## config.mk

```make
export PLATFORM = sky130hd
export DESIGN_NAME = input_debouncer
export DESIGN_NICKNAME = d
export VERILOG_FILES = /design/src/rtl/input_debouncer.sv
export SDC_FILE = /design/constraint.sdc
export NUM_CORES = 1
export LEC_CHECK = 0
export ABC_AREA = 1
export BUFFER_PORTS_ARGS = -buffer_cell sky130_fd_sc_hd__buf_4
export CAP_MARGIN = 20
export CORE_MARGIN = 5
export CORE_UTILIZATION = 50
export CTS_CLUSTER_DIAMETER = 50
export DETAILED_ROUTE_END_ITERATION = 16
export GPL_ROUTABILITY_DRIVEN = 0
export GPL_TIMING_DRIVEN = 1
export PLACE_DENSITY = 0.67
export SYNTH_ARGS = -nofsm -noshare
export SYNTH_HDL_FRONTEND = slang
export SYNTH_SLANG_ARGS = --single-unit
```

## constraint.sdc

```tcl
create_clock -name clk -period 3 [get_ports clk]
set_input_delay 0.45 -clock clk [delete_from_list [all_inputs] [get_ports clk]]
set_output_delay 0.45 -clock clk [all_outputs]
set_load 0.03 [all_outputs]
```

## src/rtl/input_debouncer.sv

```systemverilog
// input_debouncer: two-flop synchroniser feeding a glitch-filter FSM with rise/fall pulses.
// Optional macro DEBOUNCE_INVERT_EN presents the complemented level (reset y=1, pulses swapped).
module input_debouncer #(
   parameter int unsigned STABLE_CYCLES = 4,
   parameter int unsigned CNT_W         = 16
) (
   input  logic clk,
   input  logic rst_n,
   input  logic a,
   output logic y,
   output logic rise,
   output logic fall,
   output logic busy
);

   typedef enum logic [1:0] {
      ST_LOW,
      ST_WAIT_HIGH,
      ST_HIGH,
      ST_WAIT_LOW
   } state_t;

   localparam logic [CNT_W-1:0] LP_LAST   = CNT_W'(STABLE_CYCLES - 1);
   localparam logic [CNT_W-1:0] LP_ONE    = CNT_W'(1);
   localparam bit               LP_DIRECT = (STABLE_CYCLES <= 1);
`ifdef DEBOUNCE_INVERT_EN
   localparam logic LP_INV = 1'b1;
`else
   localparam logic LP_INV = 1'b0;
`endif

   state_t           r_state;
   state_t           w_state_nxt;
   logic             r_s1;
   logic             r_s2;
   logic [CNT_W-1:0] r_cnt;
   logic [CNT_W-1:0] w_cnt_nxt;
   logic             r_y;
   logic             r_rise;
   logic             r_fall;
   logic             w_level_nxt;
   logic             w_enter_high;
   logic             w_enter_low;

   always_ff @(posedge clk or negedge rst_n) begin
      if (!rst_n) begin
         r_s1 <= 1'b0;
         r_s2 <= 1'b0;
      end else begin
         r_s1 <= a;
         r_s2 <= r_s1;
      end
   end

   always_ff @(posedge clk or negedge rst_n) begin
      if (!rst_n) begin
         r_state <= ST_LOW;
         r_cnt   <= '0;
      end else begin
         r_state <= w_state_nxt;
         r_cnt   <= w_cnt_nxt;
      end
   end

   always_comb begin
      w_state_nxt = r_state;
      w_cnt_nxt   = r_cnt;
      case (r_state)
         ST_LOW: begin
            if (r_s2) begin
               if (LP_DIRECT) begin
                  w_state_nxt = ST_HIGH;
                  w_cnt_nxt   = '0;
               end else begin
                  w_state_nxt = ST_WAIT_HIGH;
                  w_cnt_nxt   = LP_ONE;
               end
            end
         end
         ST_WAIT_HIGH: begin
            if (!r_s2) begin
               w_state_nxt = ST_LOW;
               w_cnt_nxt   = '0;
            end else if (r_cnt == LP_LAST) begin
               w_state_nxt = ST_HIGH;
               w_cnt_nxt   = '0;
            end else begin
               w_cnt_nxt = r_cnt + LP_ONE;
            end
         end
         ST_HIGH: begin
            if (!r_s2) begin
               if (LP_DIRECT) begin
                  w_state_nxt = ST_LOW;
                  w_cnt_nxt   = '0;
               end else begin
                  w_state_nxt = ST_WAIT_LOW;
                  w_cnt_nxt   = LP_ONE;
               end
            end
         end
         ST_WAIT_LOW: begin
            if (r_s2) begin
               w_state_nxt = ST_HIGH;
               w_cnt_nxt   = '0;
            end else if (r_cnt == LP_LAST) begin
               w_state_nxt = ST_LOW;
               w_cnt_nxt   = '0;
            end else begin
               w_cnt_nxt = r_cnt + LP_ONE;
            end
         end
         default: begin
            w_state_nxt = ST_LOW;
            w_cnt_nxt   = '0;
         end
      endcase
   end

   // An aborted WAIT_LOW returning to HIGH is not an edge, so only qualified entries count.
   always_comb begin
      w_enter_high = (w_state_nxt == ST_HIGH) &&
                     ((r_state == ST_LOW) || (r_state == ST_WAIT_HIGH));
      w_enter_low  = (w_state_nxt == ST_LOW) &&
                     ((r_state == ST_HIGH) || (r_state == ST_WAIT_LOW));
      w_level_nxt  = (w_state_nxt == ST_HIGH) || (w_state_nxt == ST_WAIT_LOW);
   end

   always_ff @(posedge clk or negedge rst_n) begin
      if (!rst_n) begin
         r_y    <= LP_INV;
         r_rise <= 1'b0;
         r_fall <= 1'b0;
      end else begin
         r_y    <= w_level_nxt ^ LP_INV;
         r_rise <= LP_INV ? w_enter_low  : w_enter_high;
         r_fall <= LP_INV ? w_enter_high : w_enter_low;
      end
   end

   assign y    = r_y;
   assign rise = r_rise;
   assign fall = r_fall;
   assign busy = (r_state == ST_WAIT_HIGH) || (r_state == ST_WAIT_LOW);

endmodule
```

==> impl_metrics.toml, run 1 <==
[yosys]
yosys_register_bits = 23
synth.largest_area_cell = "sky130_fd_sc_hd__dfrtp_1"
syn-num-nets = 171
synth.yosys.seq_area_share = 0.458
synthArstFlopShare = 1.00
mappedNetlistArea_sq_um = 1260
postSynthAreaPerCell_sq_um = 7.52
synth_flop_cell = "sky130_fd_sc_hd__dfrtp_1"
portion_of_synthesized_cell_area_occupied_by_the_leading_cell_type = 0.458
yosys_warnings = 0
synth_edf_count = 0
yosys.cell_types.count = 21
syn_inst = 167
synthTopCellsByCount = "sky130_fd_sc_hd__nand2_1, sky130_fd_sc_hd__dfrtp_1, sky130_fd_sc_hd__inv_1, sky130_fd_sc_hd__nor2_1, sky130_fd_sc_hd__nand3_1"
synthTopCellsByArea = "sky130_fd_sc_hd__dfrtp_1, sky130_fd_sc_hd__nand2_1, sky130_fd_sc_hd__nand3_1"
synth_most_common_cell = "sky130_fd_sc_hd__nand2_1"

[timing]
slew_worst_pin_ns = 0.956
drv_slew = 0
max_freq_ghz = 0.566
finalHoldViolations = 0
fin_skew_ns = 0.00216
rsz0062_at_grt = "false"
min_period_ns = 1.77
final.period_utilization = 0.589
maxSlewHeadroom = 0.361
setup-tns-final_ns = 0
final-setup-viol-count = 0

[grt]
busiest_layer = "met2"
grt_use_met3 = 0.0194
globalRouteOverflowTotal = 0
number_of_antenna_violations_at_the_first_check_in_global_routing = 0
grt_pass1_wl_um = 4550
via_count_of_the_first_global_routing_pass = 1027
pin_count_of_the_biggest_net_entering_global_routing = 24
gr-usage-met2 = 0.272
grt.total_usage = 0.168
grtUsageMet1 = 0.226

[setup_path]
timing.critical_path.cells = "ha_1 > inv_1 > nor2_1 > nand2_1 > nor2_1 > nand2_1 > nand3_1 > o21ai_0"
crit_path_max_fanout = 5
r2r_setup_slack_ns = 1.23
critical_path.reg2reg.endpoint = "r_cnt[7]"
worstSetupEndpointType = "flip-flop"
timing.rr.start = "r_cnt[0]"
critical_path.max_stage_delay_ns = 0.44
worst-endpoint-arrival_ns = 1.97
worst-r2r-cell-count = 8
timing.critical_path.required_ns = 3.21
timing.setup.critical_path_class = "reg -> reg"
critical_path.startpoint_type = "flip-flop"
critPathSlowestCell = "sky130_fd_sc_hd__dfrtp_1"

[floorplan]
site_rows = 18
floorplan.initialDensity = 0.516
die-height_um = 60.1
total_i_o_pin_count = 7
core_area_sq_um = 2430
die_w_um = 60.1
dieArea_sq_um = 3620

[outcome]
status = "finished, final reports clean"

[clock_tree]
htree_num_levels = 1
clk_latency_ns = 0.31
cts-root-buf = "sky130_fd_sc_hd__clkbuf_4"
post-cts-setup-buffer-count = 0
cts.reportedPaths.clkPinSlew_ns = 0.13
cts_max_path_buffers = 2
cts_tree = "yes"
total_clock_buffers_created_by_cts = 3
sink_count = 23

[finish]
regArea_sq_um = 576
num_antenna_cells = 0
final-instance-count-excl-fill = 206
multiInputGateArea_sq_um = 598
design.final.nets = 181
drive_gt1_frac = 0.0966
syn_to_final_growth_pct = 8.86
filler_cell_count = 238

[detailed_routing]
postRouteAntennaNets = 0
vias = 1030
detail_route.first_pass.iterations = 4
vias_per_cell = 5.00
wl_um = 2420
avgRoutedWirePerCell_um = 11.8
detail_route.drc_violations = 0
dr.first_iter.drc_count = 50

[pwr]
power_density_nw_per_um2 = 577
power.static_leakage_nw = 0.658
max-vdd-ir-drop_mv = 0.570

[min_path]
origin_of_the_worst_min_delay_path = "a"
hp-class = "in -> reg"
holdPathEnd = "r_s1"
whs_path_depth = 1

[place]
io_buffers = 6
placed_cells_incl_taps = 201
place_hpwl_um = 1780

[job]
drv.max_cap_violation_count = 0
[cells in the final DEF, fill, tap and decap left out]
cell,instances
sky130_fd_sc_hd__nand2_1,60
sky130_fd_sc_hd__dfrtp_1,23
sky130_fd_sc_hd__nor2_1,19
sky130_fd_sc_hd__inv_1,19
sky130_fd_sc_hd__nand3_1,15
sky130_fd_sc_hd__o21ai_0,7
sky130_fd_sc_hd__buf_4,6
sky130_fd_sc_hd__xor2_1,5
sky130_fd_sc_hd__nand4_1,3
sky130_fd_sc_hd__xnor2_1,3
sky130_fd_sc_hd__clkbuf_4,3
sky130_fd_sc_hd__nor2_2,2
sky130_fd_sc_hd__nand3_2,1
sky130_fd_sc_hd__xor2_2,1
sky130_fd_sc_hd__nor3_1,1
sky130_fd_sc_hd__a21oi_4,1
sky130_fd_sc_hd__nor2_4,1
sky130_fd_sc_hd__o21ai_1,1
sky130_fd_sc_hd__or2_2,1
sky130_fd_sc_hd__o21bai_1,1
sky130_fd_sc_hd__ha_1,1
sky130_fd_sc_hd__clkinvlp_4,1
sky130_fd_sc_hd__dlygate4sd3_1,1
[stage by stage]
stage	power [W]	hold WS, ns	instance area (sq um)	utilization	worst slack (ns)
final	0.000789	0.235	1370	0.562	1.23
after CTS	0.000802	0.00145	1360	0.558	1.23
after global placement	0.000643	0.350	1330	0.546	1.33
after detailed placement	0.000650	0.354	1330	0.546	1.30
after global routing	0.000856	0.197	1370	0.562	0.992
after floorplan	0.000581	0.154	1260	-	1.60
[kinds of logic (layout without fill, tap and decap cells)]
| kind of cell | Yosys count | after routing | share of synthesized area |
|---|---|---|---|
| AOI/OAI and AO/OA | 10 | 10 | 0.0508 |
| xor gates and xnor gates | 9 | 9 | 0.0687 |
| adders and majority gates | 1 | 1 | 0.00996 |
| buffers and inverters | 21 | 30 | 0.0657 |
| DFF | 23 | 23 | 0.458 |
| and+or+nand+nor | 103 | 103 | 0.347 |
[metal layers]
metal / vias up / part of all wire
li1: 533 / -
met1: 479 / 0.46
met2: 16 / 0.49
met3: 2 / 0.034
met4: 0 / 0.0087
met5: - / 0
[registers in the layout, indices dropped and copies added, names as in the netlist]
name,flops
rise,1
r_s1,1
r_cnt,16
fall,1
r_s2,1
y,1
r_state,2
[timing repair]
action	4_1_cts	5_1_grt
endpoints found under the hold margin	0	14
gates resized for setup	0	0
setup endpoints to repair	0	0
hold buffers	0	1
[layout make-up]
class,count,area share
inverter,19,0.0522
timing repair buffer,7,0.0403
clock inverter,1,0.00549
sequential,23,0.421
tap,30,0.0274
clock buffer,3,0.0165
multi-input combinational,123,0.437
[where the power goes]
| part | internal [W] | switching [W] | total, W |
|---|---|---|---|
| clock | 0.0000508 | 0.0000959 | 0.000147 |
| sequential | 0.000348 | 0.0000430 | 0.000391 |
| combinational | 0.0000783 | 0.000173 | 0.000251 |
[worst max-delay path, delay by kind of cell, from the launching register on]
family	cells	cell delay, ns
flops	1	0.44
compound gates	1	0.10
simple gates	5	0.81
buf+inv	1	0.06
fa+ha+maj	1	0.25
[worst max path at each step]
| stage | startpoint | end | slack [ns] | cells after the start |
|---|---|---|---|---|
| floorplan | r_cnt[0] | r_cnt[3] | 1.60 | 8 |
| global placement | r_cnt[0] | r_cnt[5] | 1.33 | 8 |
| detailed placement | r_cnt[0] | r_cnt[4] | 1.30 | 8 |
| CTS | r_cnt[0] | r_cnt[5] | 1.23 | 8 |
| global route | r_cnt[0] | r_cnt[7] | 0.99 | 8 |
| finish | r_cnt[0] | r_cnt[7] | 1.23 | 8 |
(Power assumes the default switching activity.)
==> inputs of run 2 (changes only) <==
--- a/config.mk
+++ b/config.mk
@@ -5,7 +5,7 @@
 export SDC_FILE = /design/constraint.sdc
 export NUM_CORES = 1
 export LEC_CHECK = 0
-export ABC_AREA = 1
+export ABC_AREA = 0
 export BUFFER_PORTS_ARGS = -buffer_cell sky130_fd_sc_hd__buf_4
 export CAP_MARGIN = 20
 export CORE_MARGIN = 5
@@ -14,7 +14,7 @@
 export DETAILED_ROUTE_END_ITERATION = 16
 export GPL_ROUTABILITY_DRIVEN = 0
 export GPL_TIMING_DRIVEN = 1
-export PLACE_DENSITY = 0.67
+export PLACE_DENSITY = 0.7
 export SYNTH_ARGS = -nofsm -noshare
 export SYNTH_HDL_FRONTEND = slang
 export SYNTH_SLANG_ARGS = --single-unit
==> constraint.sdc (replaced) <==
create_clock -name clk -period 1.45 [get_ports clk]
set_input_delay 0.2175 -clock clk [delete_from_list [all_inputs] [get_ports clk]]
set_output_delay 0.2175 -clock clk [all_outputs]
set_load 0.03 [all_outputs]
==> impl_metrics.toml, run 2 <==
[outcome]
status = "complete, but fails checks"
failing_checks = "setup timing"

[yosys]
yosys_register_bits = 23
yosys_warnings = 0
yosys.cell_types.count = 36
synthTopCellsByArea = "sky130_fd_sc_hd__dfrtp_1, sky130_fd_sc_hd__a31oi_1, sky130_fd_sc_hd__nand2_1"
portion_of_synthesized_cell_area_occupied_by_the_leading_cell_type = 0.490
synthTopCellsByCount = "sky130_fd_sc_hd__dfrtp_1, sky130_fd_sc_hd__nand2_1, sky130_fd_sc_hd__a31oi_1"
syn-num-nets = 118
syn_inst = 114
synth.largest_area_cell = "sky130_fd_sc_hd__dfrtp_1"
synth_edf_count = 0
mappedNetlistArea_sq_um = 1170
synth_most_common_cell = "sky130_fd_sc_hd__dfrtp_1"
synth.yosys.seq_area_share = 0.490
synth_flop_cell = "sky130_fd_sc_hd__dfrtp_1"
synthArstFlopShare = 1.00
postSynthAreaPerCell_sq_um = 10.3

[setup_path]
worstSetupEndpointType = "flip-flop"
crit_path_max_fanout = 2
critical_path.max_stage_delay_ns = 0.39
critical_path.startpoint_type = "flip-flop"
critPathSlowestCell = "sky130_fd_sc_hd__dfrtp_1"
timing.critical_path.required_ns = 1.68
timing.critical_path.cells = "ha_2 > nor4b_4 > nand4_1 > or2_1 > and2_4 > mux2_2"
worst-endpoint-arrival_ns = 1.96
critical_path.top_delay_family = "simple AND/OR/NAND/NOR gates"
worstPathBufferInverterCount = 0
timing.setup.critical_path_class = "reg -> reg"

[floorplan]
core_area_sq_um = 2230
site_rows = 17
die_w_um = 58.5
floorplan.initialDensity = 0.526
dieArea_sq_um = 3420
die-height_um = 58.5
total_i_o_pin_count = 7

[clock_tree]
sink_count = 23
htree_num_levels = 1
cts-root-buf = "sky130_fd_sc_hd__clkbuf_4"
clk_latency_ns = 0.32
total_clock_buffers_created_by_cts = 3
cts.reportedPaths.clkPinSlew_ns = 0.13
cts_max_path_buffers = 2
cts_tree = "yes"

[grt]
via_count_of_the_first_global_routing_pass = 1030
globalRouteOverflowTotal = 0
grt_pass1_wl_um = 4590
pin_count_of_the_biggest_net_entering_global_routing = 25
number_of_antenna_violations_at_the_first_check_in_global_routing = 0
grt.total_usage = 0.177

[timing]
setup_ws_ns = -0.281
fin_worst_hold_slack_ns = 0.303
final-setup-viol-count = 21
maxSlewHeadroom = 0.592
final.period_utilization = 1.19
rsz0062_at_grt = "true"
slew_worst_pin_ns = 0.610
max_freq_ghz = 0.578
finalHoldViolations = 0
min_period_ns = 1.73
drv_slew = 0
fin_skew_ns = 0.00370

[pwr]
power.static_leakage_nw = 0.691
power.switching_w = 0.000809
cellInternalPower_w = 0.00127
max-vdd-ir-drop_mv = 1.49
share_clk_of_total_power = 0.148
total_power_w = 0.00208
seq_power_share = 0.384
net_switching_share_of_the_total_power = 0.388
power_density_nw_per_um2 = 1380
combinational_fraction_of_design_power = 0.468

[finish]
max_flop_register = "r_cnt"
drive_gt1_frac = 0.369
mostFrequentLayoutCells = "sky130_fd_sc_hd__buf_4, sky130_fd_sc_hd__dfrtp_1, sky130_fd_sc_hd__nand2_1, sky130_fd_sc_hd__a31oi_1, sky130_fd_sc_hd__nand3_1"
mostFrequentLayoutCell = "sky130_fd_sc_hd__buf_4"
reg.largest.list = "r_cnt: 16 flops, r_state: 2 flops"
syn_to_final_growth_pct = 28.2
design.final.nets = 154
num_antenna_cells = 0
largest_reg_flops = 16

[detailed_routing]
avgRoutedWirePerCell_um = 15.6
wl_um = 2760
vias = 1045
detail_route.first_pass.iterations = 5
vias_per_cell = 5.90
detail_route.drc_violations = 0
postRouteAntennaNets = 0
dr.first_iter.drc_count = 44

[min_path]
hp-class = "in -> async"

[place]
io_buffers = 6
place_hpwl_um = 1990

[job]
drv.max_cap_violation_count = 0
## run 2: changes by cell type after synthesis, sizes merged, moves of 4 or more
cell and change:
a31oi +11, inv -17, nand3 -9, xor2 -5, o21ai -7, nor2 -17, and3 +4, buf +4
nand2 -43
## run 2: through the flow
step                utilization  setup WS (ns)  instances  area (sq um)  TNS [ns]
global route              0.675         -0.351        177          1510     -5.74
finish                    0.675         -0.281        177          1510     -3.99
CTS                       0.659         -0.260        176          1470     -3.65
global placement          0.630         -0.270        169          1410     -3.38
detailed placement        0.630         -0.355        169          1410     -5.34
floorplan                     -         -0.268        114          1180     -3.41
## run 2: worst paths after layout
kind	startpoint	endpoint	slack [ns]	cells after the start
setup / recovery	r_cnt[0]	r_cnt[0]	-0.28	6
hold / removal	rst_n	rise	0.30	2
setup reg to reg	r_cnt[0]	r_cnt[0]	-0.28	6
hold reg to reg	r_s1	r_s2	0.39	0
max in group asynchronous	rst_n	r_cnt[10]	0.92	2
min in group clk	r_s1	r_s2	0.39	0
## run 2: cell families after synthesis
group           count (synthesis)  share of synthesized area
fa+ha+maj                       1                     0.0106
compound gates                 28                      0.165
mux                             4                     0.0373
buf+inv                         8                     0.0511
simple gates                   49                      0.239
flops                          23                      0.490
xor+xnor                        1                    0.00746
## run 2: repair_timing
item                                    in CTS  in global routing
endpoints found under the setup margin      21                 21
hold buffers                                 1                  1
resized for setup                            4                  5
pin swaps                                    1                  1
buffers inserted                             2                  0
hold endpoints to repair                    23                  1
## run 2: power by group through the flow
stage          combinational (W)  clock [W]  sequential, W
3_5_place_dp            0.000888          0       0.000810
5_1_grt                  0.00105   0.000349       0.000813
3_3_place_gp            0.000840          0       0.000799
6_report                0.000975   0.000309       0.000799
2_1_floorplan           0.000581          0       0.000858
4_1_cts                 0.000939   0.000312       0.000800
## run 2: cell type report
type / count / area [sq um]
Tap cell: 28 / 35.0
Clock buffer: 3 / 22.5
Clock inverter: 1 / 5.00
Multi-Input combinational cell: 83 / 574
Inverter: 2 / 7.51
Fill cell: 183 / 727
Sequential cell: 23 / 576
Timing Repair Buffer: 37 / 287
## run 2: metal layers
metal | share of wire | global-route usage
met5 | 0 | 0
met4 | 0.047 | 0.103
met1 | 0.42 | 0.220
met2 | 0.48 | 0.293
met3 | 0.050 | 0.0241
